$ cat src/rtl/accel_host_sequencer_if.sv
// AXI4 bus between the accelerator host sequencer and the hostCtrl port.
// The master drives addresses, write data and the response readies. The slave drives the other readies and the B/R beats.
interface accel_host_sequencer_if #(
    parameter int DATA_WIDTH = 32,
    parameter int ADDR_WIDTH = 16,
    parameter int ID_WIDTH   = 8
);
    logic                    awvalid;
    logic                    awready;
    logic [ID_WIDTH-1:0]     awid;
    logic [ADDR_WIDTH-1:0]   awaddr;
    logic [7:0]              awlen;
    logic [2:0]              awsize;
    logic [1:0]              awburst;
    logic                    awlock;
    logic [3:0]              awcache;
    logic [2:0]              awprot;

    logic                    wvalid;
    logic                    wready;
    logic [DATA_WIDTH-1:0]   wdata;
    logic [DATA_WIDTH/8-1:0] wstrb;
    logic                    wlast;

    logic                    bvalid;
    logic                    bready;
    logic [ID_WIDTH-1:0]     bid;
    logic [1:0]              bresp;

    logic                    arvalid;
    logic                    arready;
    logic [ID_WIDTH-1:0]     arid;
    logic [ADDR_WIDTH-1:0]   araddr;
    logic [7:0]              arlen;
    logic [2:0]              arsize;
    logic [1:0]              arburst;
    logic                    arlock;
    logic [3:0]              arcache;
    logic [2:0]              arprot;

    logic                    rvalid;
    logic                    rready;
    logic [ID_WIDTH-1:0]     rid;
    logic [DATA_WIDTH-1:0]   rdata;
    logic [1:0]              rresp;
    logic                    rlast;

    modport master (
        output awvalid, awid, awaddr, awlen, awsize, awburst, awlock, awcache, awprot,
        input  awready,
        output wvalid, wdata, wstrb, wlast,
        input  wready,
        input  bvalid, bid, bresp,
        output bready,
        output arvalid, arid, araddr, arlen, arsize, arburst, arlock, arcache, arprot,
        input  arready,
        input  rvalid, rid, rdata, rresp, rlast,
        output rready
    );

    modport slave (
        input  awvalid, awid, awaddr, awlen, awsize, awburst, awlock, awcache, awprot,
        output awready,
        input  wvalid, wdata, wstrb, wlast,
        output wready,
        output bvalid, bid, bresp,
        input  bready,
        input  arvalid, arid, araddr, arlen, arsize, arburst, arlock, arcache, arprot,
        output arready,
        output rvalid, rid, rdata, rresp, rlast,
        input  rready
    );
endinterface

$ cat src/rtl/accel_host_sequencer.sv
// Runs one accelerator job over AXI4. It writes the argument registers, then the start register,
// then polls the status register until the done bit is set, a bus error occurs or the poll budget runs out.
module accel_host_sequencer #(
    parameter int                    DATA_WIDTH  = 32,
    parameter int                    ADDR_WIDTH  = 16,
    parameter int                    ID_WIDTH    = 8,
    parameter int                    NUM_ARGS    = 4,
    parameter logic [ADDR_WIDTH-1:0] ARG_BASE    = 'h0010,
    parameter logic [ADDR_WIDTH-1:0] START_ADDR  = 'h0000,
    parameter logic [ADDR_WIDTH-1:0] STATUS_ADDR = 'h0004,
    parameter int                    DONE_BIT    = 0,
    parameter int                    POLL_WIDTH  = 16
) (
    input  logic                           clk,
    input  logic                           rst_n,
    input  logic                           cmd_valid,
    output logic                           cmd_ready,
    input  logic [NUM_ARGS*DATA_WIDTH-1:0] cmd_args,
    input  logic [POLL_WIDTH-1:0]          cmd_max_polls,
    output logic                           rsp_valid,
    input  logic                           rsp_ready,
    output logic [1:0]                     rsp_status,
    output logic [POLL_WIDTH-1:0]          rsp_polls,
    accel_host_sequencer_if.master         axi
);
    localparam int         BYTES = DATA_WIDTH / 8;
    localparam int         IDX_W = (NUM_ARGS > 1) ? $clog2(NUM_ARGS) : 1;
    localparam logic [2:0] SIZE  = (DATA_WIDTH == 64) ? 3'd3 : 3'd2;

    localparam logic [1:0] ST_DONE    = 2'd0;
    localparam logic [1:0] ST_BUS_ERR = 2'd1;
    localparam logic [1:0] ST_TIMEOUT = 2'd2;

    typedef enum logic [2:0] {
        IDLE, ARG_AW, ARG_B, START_AW, START_B, POLL_AR, POLL_R, RESP
    } state_t;

    state_t                          state_reg, state_next;
    logic [NUM_ARGS*DATA_WIDTH-1:0]  args_reg, args_next;
    logic [POLL_WIDTH-1:0]           max_polls_reg, max_polls_next;
    logic [POLL_WIDTH-1:0]           polls_reg, polls_next;
    logic [IDX_W-1:0]                idx_reg, idx_next;
    logic                            aw_pend_reg, aw_pend_next;
    logic                            w_pend_reg, w_pend_next;
    logic [1:0]                      status_reg, status_next;

    logic [DATA_WIDTH-1:0]           arg_word [NUM_ARGS];
    logic                            aw_hs, w_hs, b_hs, ar_hs, r_hs;
    logic                            unused_inputs;

    for (genvar gi = 0; gi < NUM_ARGS; gi++) begin : g_arg_word
        assign arg_word[gi] = args_reg[gi*DATA_WIDTH +: DATA_WIDTH];
    end

    // The pending flags are the AW/W valids, so each one drops on its own handshake.
    assign axi.awvalid = aw_pend_reg;
    assign axi.wvalid  = w_pend_reg;
    assign axi.bready  = (state_reg == ARG_B) || (state_reg == START_B);
    assign axi.arvalid = (state_reg == POLL_AR);
    assign axi.rready  = (state_reg == POLL_R);

    assign axi.awaddr  = (state_reg == START_AW) ? START_ADDR
                       : ARG_BASE + ADDR_WIDTH'(idx_reg) * ADDR_WIDTH'(BYTES);
    assign axi.wdata   = (state_reg == START_AW) ? DATA_WIDTH'(1) : arg_word[idx_reg];
    assign axi.araddr  = STATUS_ADDR;

    assign axi.awid    = ID_WIDTH'(0);
    assign axi.awlen   = 8'd0;
    assign axi.awsize  = SIZE;
    assign axi.awburst = 2'b01;
    assign axi.awlock  = 1'b0;
    assign axi.awcache = 4'd0;
    assign axi.awprot  = 3'd0;
    assign axi.wstrb   = '1;
    assign axi.wlast   = 1'b1;
    assign axi.arid    = ID_WIDTH'(0);
    assign axi.arlen   = 8'd0;
    assign axi.arsize  = SIZE;
    assign axi.arburst = 2'b01;
    assign axi.arlock  = 1'b0;
    assign axi.arcache = 4'd0;
    assign axi.arprot  = 3'd0;

    assign cmd_ready   = (state_reg == IDLE);
    assign rsp_valid   = (state_reg == RESP);
    assign rsp_status  = status_reg;
    assign rsp_polls   = polls_reg;

    assign aw_hs = aw_pend_reg && axi.awready;
    assign w_hs  = w_pend_reg && axi.wready;
    assign b_hs  = axi.bready && axi.bvalid;
    assign ar_hs = axi.arvalid && axi.arready;
    assign r_hs  = axi.rready && axi.rvalid;

    assign unused_inputs = ^{axi.bid, axi.rid, axi.rlast, axi.rdata};

    always_comb begin
        state_next     = state_reg;
        args_next      = args_reg;
        max_polls_next = max_polls_reg;
        polls_next     = polls_reg;
        idx_next       = idx_reg;
        aw_pend_next   = aw_pend_reg;
        w_pend_next    = w_pend_reg;
        status_next    = status_reg;

        case (state_reg)
            IDLE: begin
                if (cmd_valid) begin
                    args_next      = cmd_args;
                    max_polls_next = cmd_max_polls;
                    idx_next       = '0;
                    polls_next     = '0;
                    aw_pend_next   = 1'b1;
                    w_pend_next    = 1'b1;
                    state_next     = ARG_AW;
                end
            end
            ARG_AW, START_AW: begin
                if (aw_hs) aw_pend_next = 1'b0;
                if (w_hs)  w_pend_next  = 1'b0;
                if (!aw_pend_next && !w_pend_next)
                    state_next = (state_reg == ARG_AW) ? ARG_B : START_B;
            end
            ARG_B: begin
                if (b_hs) begin
                    if (axi.bresp != 2'b00) begin
                        status_next = ST_BUS_ERR;
                        state_next  = RESP;
                    end else begin
                        aw_pend_next = 1'b1;
                        w_pend_next  = 1'b1;
                        if (idx_reg == IDX_W'(NUM_ARGS - 1)) begin
                            state_next = START_AW;
                        end else begin
                            idx_next   = idx_reg + IDX_W'(1);
                            state_next = ARG_AW;
                        end
                    end
                end
            end
            START_B: begin
                if (b_hs) begin
                    if (axi.bresp != 2'b00) begin
                        status_next = ST_BUS_ERR;
                        state_next  = RESP;
                    end else begin
                        state_next = POLL_AR;
                    end
                end
            end
            POLL_AR: begin
                if (ar_hs) begin
                    // Saturate so an unlimited budget can never wrap the count.
                    polls_next = (polls_reg == '1) ? polls_reg : polls_reg + POLL_WIDTH'(1);
                    state_next = POLL_R;
                end
            end
            POLL_R: begin
                if (r_hs) begin
                    if (axi.rresp != 2'b00) begin
                        status_next = ST_BUS_ERR;
                        state_next  = RESP;
                    end else if (axi.rdata[DONE_BIT]) begin
                        status_next = ST_DONE;
                        state_next  = RESP;
                    end else if ((max_polls_reg != '0) && (polls_reg == max_polls_reg)) begin
                        status_next = ST_TIMEOUT;
                        state_next  = RESP;
                    end else begin
                        state_next = POLL_AR;
                    end
                end
            end
            RESP: begin
                if (rsp_ready) state_next = IDLE;
            end
            default: state_next = IDLE;
        endcase
    end

    always_ff @(posedge clk or negedge rst_n) begin
        if (!rst_n) begin
            state_reg     <= IDLE;
            args_reg      <= '0;
            max_polls_reg <= '0;
            polls_reg     <= '0;
            idx_reg       <= '0;
            aw_pend_reg   <= 1'b0;
            w_pend_reg    <= 1'b0;
            status_reg    <= 2'd0;
        end else begin
            state_reg     <= state_next;
            args_reg      <= args_next;
            max_polls_reg <= max_polls_next;
            polls_reg     <= polls_next;
            idx_reg       <= idx_next;
            aw_pend_reg   <= aw_pend_next;
            w_pend_reg    <= w_pend_next;
            status_reg    <= status_next;
        end
    end
endmodule

$ cat src/flat_wrapper.sv
// flat-port wrapper written by rule: the top's interface ports become plain ports
module accel_host_sequencer_flat 
#(
    parameter int                    DATA_WIDTH  = 32,
    parameter int                    ADDR_WIDTH  = 16,
    parameter int                    ID_WIDTH    = 8,
    parameter int                    NUM_ARGS    = 4,
    parameter logic [ADDR_WIDTH-1:0] ARG_BASE    = 'h0010,
    parameter logic [ADDR_WIDTH-1:0] START_ADDR  = 'h0000,
    parameter logic [ADDR_WIDTH-1:0] STATUS_ADDR = 'h0004,
    parameter int                    DONE_BIT    = 0,
    parameter int                    POLL_WIDTH  = 16
)
  (clk, rst_n, cmd_valid, cmd_ready, cmd_args, cmd_max_polls, rsp_valid, rsp_ready, rsp_status, rsp_polls, axi_awvalid, axi_awid, axi_awaddr, axi_awlen, axi_awsize, axi_awburst, axi_awlock, axi_awcache, axi_awprot, axi_awready, axi_wvalid, axi_wdata, axi_wstrb, axi_wlast, axi_wready, axi_bvalid, axi_bid, axi_bresp, axi_bready, axi_arvalid, axi_arid, axi_araddr, axi_arlen, axi_arsize, axi_arburst, axi_arlock, axi_arcache, axi_arprot, axi_arready, axi_rvalid, axi_rid, axi_rdata, axi_rresp, axi_rlast, axi_rready);
  accel_host_sequencer_if #(.DATA_WIDTH(DATA_WIDTH), .ADDR_WIDTH(ADDR_WIDTH), .ID_WIDTH(ID_WIDTH)) axi_i ();
  input  logic clk;
  input  logic rst_n;
  input  logic cmd_valid;
  output logic cmd_ready;
  input  logic [NUM_ARGS*DATA_WIDTH-1:0] cmd_args;
  input  logic [POLL_WIDTH-1:0] cmd_max_polls;
  output logic rsp_valid;
  input  logic rsp_ready;
  output logic [1:0] rsp_status;
  output logic [POLL_WIDTH-1:0] rsp_polls;
  output wire logic [$bits(axi_i.awvalid)-1:0] axi_awvalid;
  output wire logic [$bits(axi_i.awid)-1:0] axi_awid;
  output wire logic [$bits(axi_i.awaddr)-1:0] axi_awaddr;
  output wire logic [$bits(axi_i.awlen)-1:0] axi_awlen;
  output wire logic [$bits(axi_i.awsize)-1:0] axi_awsize;
  output wire logic [$bits(axi_i.awburst)-1:0] axi_awburst;
  output wire logic [$bits(axi_i.awlock)-1:0] axi_awlock;
  output wire logic [$bits(axi_i.awcache)-1:0] axi_awcache;
  output wire logic [$bits(axi_i.awprot)-1:0] axi_awprot;
  input wire logic [$bits(axi_i.awready)-1:0] axi_awready;
  output wire logic [$bits(axi_i.wvalid)-1:0] axi_wvalid;
  output wire logic [$bits(axi_i.wdata)-1:0] axi_wdata;
  output wire logic [$bits(axi_i.wstrb)-1:0] axi_wstrb;
  output wire logic [$bits(axi_i.wlast)-1:0] axi_wlast;
  input wire logic [$bits(axi_i.wready)-1:0] axi_wready;
  input wire logic [$bits(axi_i.bvalid)-1:0] axi_bvalid;
  input wire logic [$bits(axi_i.bid)-1:0] axi_bid;
  input wire logic [$bits(axi_i.bresp)-1:0] axi_bresp;
  output wire logic [$bits(axi_i.bready)-1:0] axi_bready;
  output wire logic [$bits(axi_i.arvalid)-1:0] axi_arvalid;
  output wire logic [$bits(axi_i.arid)-1:0] axi_arid;
  output wire logic [$bits(axi_i.araddr)-1:0] axi_araddr;
  output wire logic [$bits(axi_i.arlen)-1:0] axi_arlen;
  output wire logic [$bits(axi_i.arsize)-1:0] axi_arsize;
  output wire logic [$bits(axi_i.arburst)-1:0] axi_arburst;
  output wire logic [$bits(axi_i.arlock)-1:0] axi_arlock;
  output wire logic [$bits(axi_i.arcache)-1:0] axi_arcache;
  output wire logic [$bits(axi_i.arprot)-1:0] axi_arprot;
  input wire logic [$bits(axi_i.arready)-1:0] axi_arready;
  input wire logic [$bits(axi_i.rvalid)-1:0] axi_rvalid;
  input wire logic [$bits(axi_i.rid)-1:0] axi_rid;
  input wire logic [$bits(axi_i.rdata)-1:0] axi_rdata;
  input wire logic [$bits(axi_i.rresp)-1:0] axi_rresp;
  input wire logic [$bits(axi_i.rlast)-1:0] axi_rlast;
  output wire logic [$bits(axi_i.rready)-1:0] axi_rready;
  assign axi_awvalid = axi_i.awvalid;
  assign axi_awid = axi_i.awid;
  assign axi_awaddr = axi_i.awaddr;
  assign axi_awlen = axi_i.awlen;
  assign axi_awsize = axi_i.awsize;
  assign axi_awburst = axi_i.awburst;
  assign axi_awlock = axi_i.awlock;
  assign axi_awcache = axi_i.awcache;
  assign axi_awprot = axi_i.awprot;
  assign axi_i.awready = axi_awready;
  assign axi_wvalid = axi_i.wvalid;
  assign axi_wdata = axi_i.wdata;
  assign axi_wstrb = axi_i.wstrb;
  assign axi_wlast = axi_i.wlast;
  assign axi_i.wready = axi_wready;
  assign axi_i.bvalid = axi_bvalid;
  assign axi_i.bid = axi_bid;
  assign axi_i.bresp = axi_bresp;
  assign axi_bready = axi_i.bready;
  assign axi_arvalid = axi_i.arvalid;
  assign axi_arid = axi_i.arid;
  assign axi_araddr = axi_i.araddr;
  assign axi_arlen = axi_i.arlen;
  assign axi_arsize = axi_i.arsize;
  assign axi_arburst = axi_i.arburst;
  assign axi_arlock = axi_i.arlock;
  assign axi_arcache = axi_i.arcache;
  assign axi_arprot = axi_i.arprot;
  assign axi_i.arready = axi_arready;
  assign axi_i.rvalid = axi_rvalid;
  assign axi_i.rid = axi_rid;
  assign axi_i.rdata = axi_rdata;
  assign axi_i.rresp = axi_rresp;
  assign axi_i.rlast = axi_rlast;
  assign axi_rready = axi_i.rready;
  accel_host_sequencer #(.DATA_WIDTH(DATA_WIDTH), .ADDR_WIDTH(ADDR_WIDTH), .ID_WIDTH(ID_WIDTH), .NUM_ARGS(NUM_ARGS), .ARG_BASE(ARG_BASE), .START_ADDR(START_ADDR), .STATUS_ADDR(STATUS_ADDR), .DONE_BIT(DONE_BIT), .POLL_WIDTH(POLL_WIDTH)) u_core (.clk(clk), .rst_n(rst_n), .cmd_valid(cmd_valid), .cmd_ready(cmd_ready), .cmd_args(cmd_args), .cmd_max_polls(cmd_max_polls), .rsp_valid(rsp_valid), .rsp_ready(rsp_ready), .rsp_status(rsp_status), .rsp_polls(rsp_polls), .axi(axi_i));
endmodule
$ cat config.mk
export PLATFORM = sky130hd
export DESIGN_NAME = accel_host_sequencer_flat
export DESIGN_NICKNAME = d
export VERILOG_FILES = /design/src/rtl/accel_host_sequencer_if.sv /design/src/rtl/accel_host_sequencer.sv /design/src/flat_wrapper.sv
export SDC_FILE = /design/constraint.sdc
export NUM_CORES = 1
export LEC_CHECK = 0
export CAP_MARGIN = 10
export CORE_UTILIZATION = 40
export DETAILED_ROUTE_END_ITERATION = 16
export PLACE_DENSITY_LB_ADDON = 0.05
export SLEW_MARGIN = 40
export SYNTH_ARGS = -nofsm -noshare
export SYNTH_HDL_FRONTEND = slang
export SYNTH_SLANG_ARGS = --single-unit
export TNS_END_PERCENT = 20
$ cat constraint.sdc
create_clock -name clk -period 1.9 [get_ports clk]
set_input_delay 0.475 -clock clk [delete_from_list [all_inputs] [get_ports clk]]
set_output_delay 0.475 -clock clk [all_outputs]
set_load 0.02 [all_outputs]
==> impl_metrics.json, run 1 <==
{
  "final_common_cell": "nand2_1",
  "ys_ff_latch": 169,
  "setup-violations-final": 50,
  "dp_hpwl_um": 16800,
  "clock-sinks": 169,
  "avgViaCountPerCell": 4.70,
  "cp-end-kind": "output pin",
  "violations": "setup timing",
  "cts_buffer_depth": 2,
  "cap_violations": 0,
  "htreeDepth": 4,
  "syn2layout_area_growth_pct": 40.5,
  "power_uw": 18200,
  "synth_cells": 981,
  "critPathSlowestCell": "mux4_2",
  "num_vias": 7265,
  "wl_per_cell_um": 15.3,
  "worst_setup_path_start_kind": "flip-flop",
  "finalCritPeriodShare_pct": 126,
  "async_flop_share_pct": 100,
  "grt_pass1_vias": 7026,
  "ys_warn_count": 0,
  "hold_violations": 0,
  "drtPass1Iterations": 4,
  "syn_avg_cell_area_sq_um": 8.99,
  "drt-total-wl_um": 23700,
  "nets": 1466,
  "grtUsageTotal_pct": 21.6,
  "grt_overflow": 0,
  "worstPathCellList": "buf_12, buf_16, mux4_2, nor2b_4, buf_6",
  "drv_slew": 0,
  "grt_max_degree": 64,
  "clkPwrFrac_pct": 18.8,
  "status": "finished with violations",
  "io_buffers": 217,
  "fin_skew_ns": 0.00726,
  "dieHeight_um": 151,
  "switching_share_pct": 37.1,
  "cp.required_ns": 1.42,
  "first_iter_violations": 209,
  "criticalPathCategory": "reg -> out",
  "route.detailed.drc": 0,
  "grt_first_pass_wirelength_um": 37100,
  "worstPathArrival_ns": 1.92,
  "largest_reg_flops": 128,
  "power_density_nw_per_um2": 1470,
  "cpPeakStageDelay_ns": 0.51,
  "die_x_um": 151,
  "clkLatencyLatePin_ns": 0.42,
  "syn-cell-area_sq_um": 8820,
  "clk_pin_slew_ns": 0.07,
  "cp_top_family": "multiplexers",
  "ant_nets": 0,
  "drive_gt1_share_pct": 17.9,
  "grt_setup_unrepaired": "yes",
  "period_needed_ns": 2.40,
  "dieArea_sq_um": 22700,
  "synth.yosys.seq_area_share_pct": 47.9,
  "synthFlopType": "dfrtp_1",
  "gp_congestion": 0.847,
  "final_cell_mix": "nand2_1 (447), dfrtp_1 (167), clkdlybuf4s50_1 (156), conb_1 (92), buf_4 (82)",
  "core_area_sq_um": 21400,
  "leakagePower_uw": 0.00621,
  "p_switching_uw": 6750,
  "synth_cell_types": 59,
  "boundaryPins": 358,
  "antenna_found_initial": 1,
  "num_rows": 53,
  "synth_edf_count": 0,
  "start_util_pct": 41.3,
  "peakVddDrop_mv": 0.732,
  "cts-root-buf": "clkbuf_16",
  "path_max_fanout": 6,
  "cts_buffers": 17,
  "power_frac_comb_pct": 48.0,
  "intPower_uw": 11400,
  "clock.fmax_mhz": 417,
  "cts_tree": "built",
  "hold_class": "in -> async",
  "seqPwrFrac_pct": 33.2,
  "cp_num_buf_inv": 3,
  "setup_ws_ns": -0.500,
  "utilization_pct": 58.1
}
## kinds of logic after synthesis
logic type / after synthesis / share of synthesized area, %
buffers and inverters: 149 / 10.6
multiplexers: 39 / 9.00
other: 2 / 0.0851
AND/OR/NAND/NOR: 555 / 26.4
AO/OA/AOI/OAI: 44 / 3.63
flip-flops: 169 / 47.9
XOR/XNOR: 21 / 2.08
adder cells (fa/ha/maj): 2 / 0.284
## metal layers
metal / wire length [um] / vias up / track usage, %
met3: 1760 / 13 / 7.12
li1: - / 3542 / -
met1: 10500 / 3477 / 28.8
met2: 11200 / 233 / 34.2
met4: 221 / 0 / 4.75
met5: 0 / - / 0
## timing repair
| item | CTS | global route |
|---|---|---|
| buffers inserted | 5 | 0 |
| hold buffers | 1 | 0 |
| hold endpoints to repair | 15 | 0 |
| gates resized for setup | 213 | 35 |
| endpoints found under the setup margin | 72 | 72 |
| pin swaps | 4 | 3 |
| cloned | 3 | 0 |
## area by class of cell
cell class	count	area, sq um
timing repair buffer	309	3080
clock buffer	18	439
inverter	8	30.0
fill	1964	8950
antenna	1	2.50
multi-input combinational	753	4130
sequential	169	4230
tap	275	344
clock inverter	14	143
## cell usage after synthesis, drive strengths merged (7+ instances only)
master  count  area (sq um)
a21oi       8          51.3
buf       105           768
clkbuf     36           135
dfrtp     169          4230
inv         8          30.0
mux4       32           721
nand2     448          1680
nor2       16          62.6
nor2b      35           219
nor4        9          56.3
o21ai      12          63.8
or3         7          48.8
xnor2      12           105
xor2        9          78.8
## path summary, 6_finish.rpt
kind / start / to / slack (ns) / depth (start not counted)
setup / recovery: u_core.idx_reg[0]$_DFFE_PN0P_ / axi_wdata[6] / -0.50 / 5
hold / removal: rst_n / u_core.rsp_polls[9]$_DFFE_PN0P_ / 0.47 / 2
setup reg to reg: u_core.state_reg[2]$_DFFE_PN0P_ / u_core.rsp_polls[4]$_DFFE_PN0P_ / -0.06 / 6
hold reg to reg: u_core.args_reg[110]$_DFFE_PN0P_ / u_core.args_reg[110]$_DFFE_PN0P_ / 0.47 / 2
max in group asynchronous: rst_n / u_core.args_reg[110]$_DFFE_PN0P_ / 0.91 / 3
min in group clk: u_core.args_reg[110]$_DFFE_PN0P_ / u_core.args_reg[110]$_DFFE_PN0P_ / 0.47 / 2
## through the flow
stage | cells | setup WS (ns) | setup TNS [ns] | hold slack (ns) | instance area, sq um
2_1_floorplan | 1071 | -0.130 | -0.217 | 0.179 | 9200
3_3_place_gp | 1507 | -0.559 | -22.29 | 0.346 | 11700
3_5_place_dp | 1507 | -0.537 | -23.03 | 0.344 | 11700
4_1_cts | 1548 | -0.611 | -18.40 | 0.458 | 12300
5_1_grt | 1546 | -0.563 | -20.13 | 0.485 | 12400
6_report | 1547 | -0.500 | -16.43 | 0.468 | 12400
## power groups by stage
stage               logic (uW)  clock network [uW]  registers [uW]
finish                    8720                3420            6040
global route              9560                3650            6230
CTS                       8630                3520            6040
detailed placement        8520                   0            6090
global placement          8460                   0            6050
floorplan                 5110                   0            5940
Power figures use the tool's default switching activity.
==> run 2: changes to the inputs <==
- CAP_MARGIN: 10 -> 20
- GPL_ROUTABILITY_DRIVEN: unset -> 0
==> results of run 2 <==
No change in the layout: final DEF, timing and power equal those of run 1.
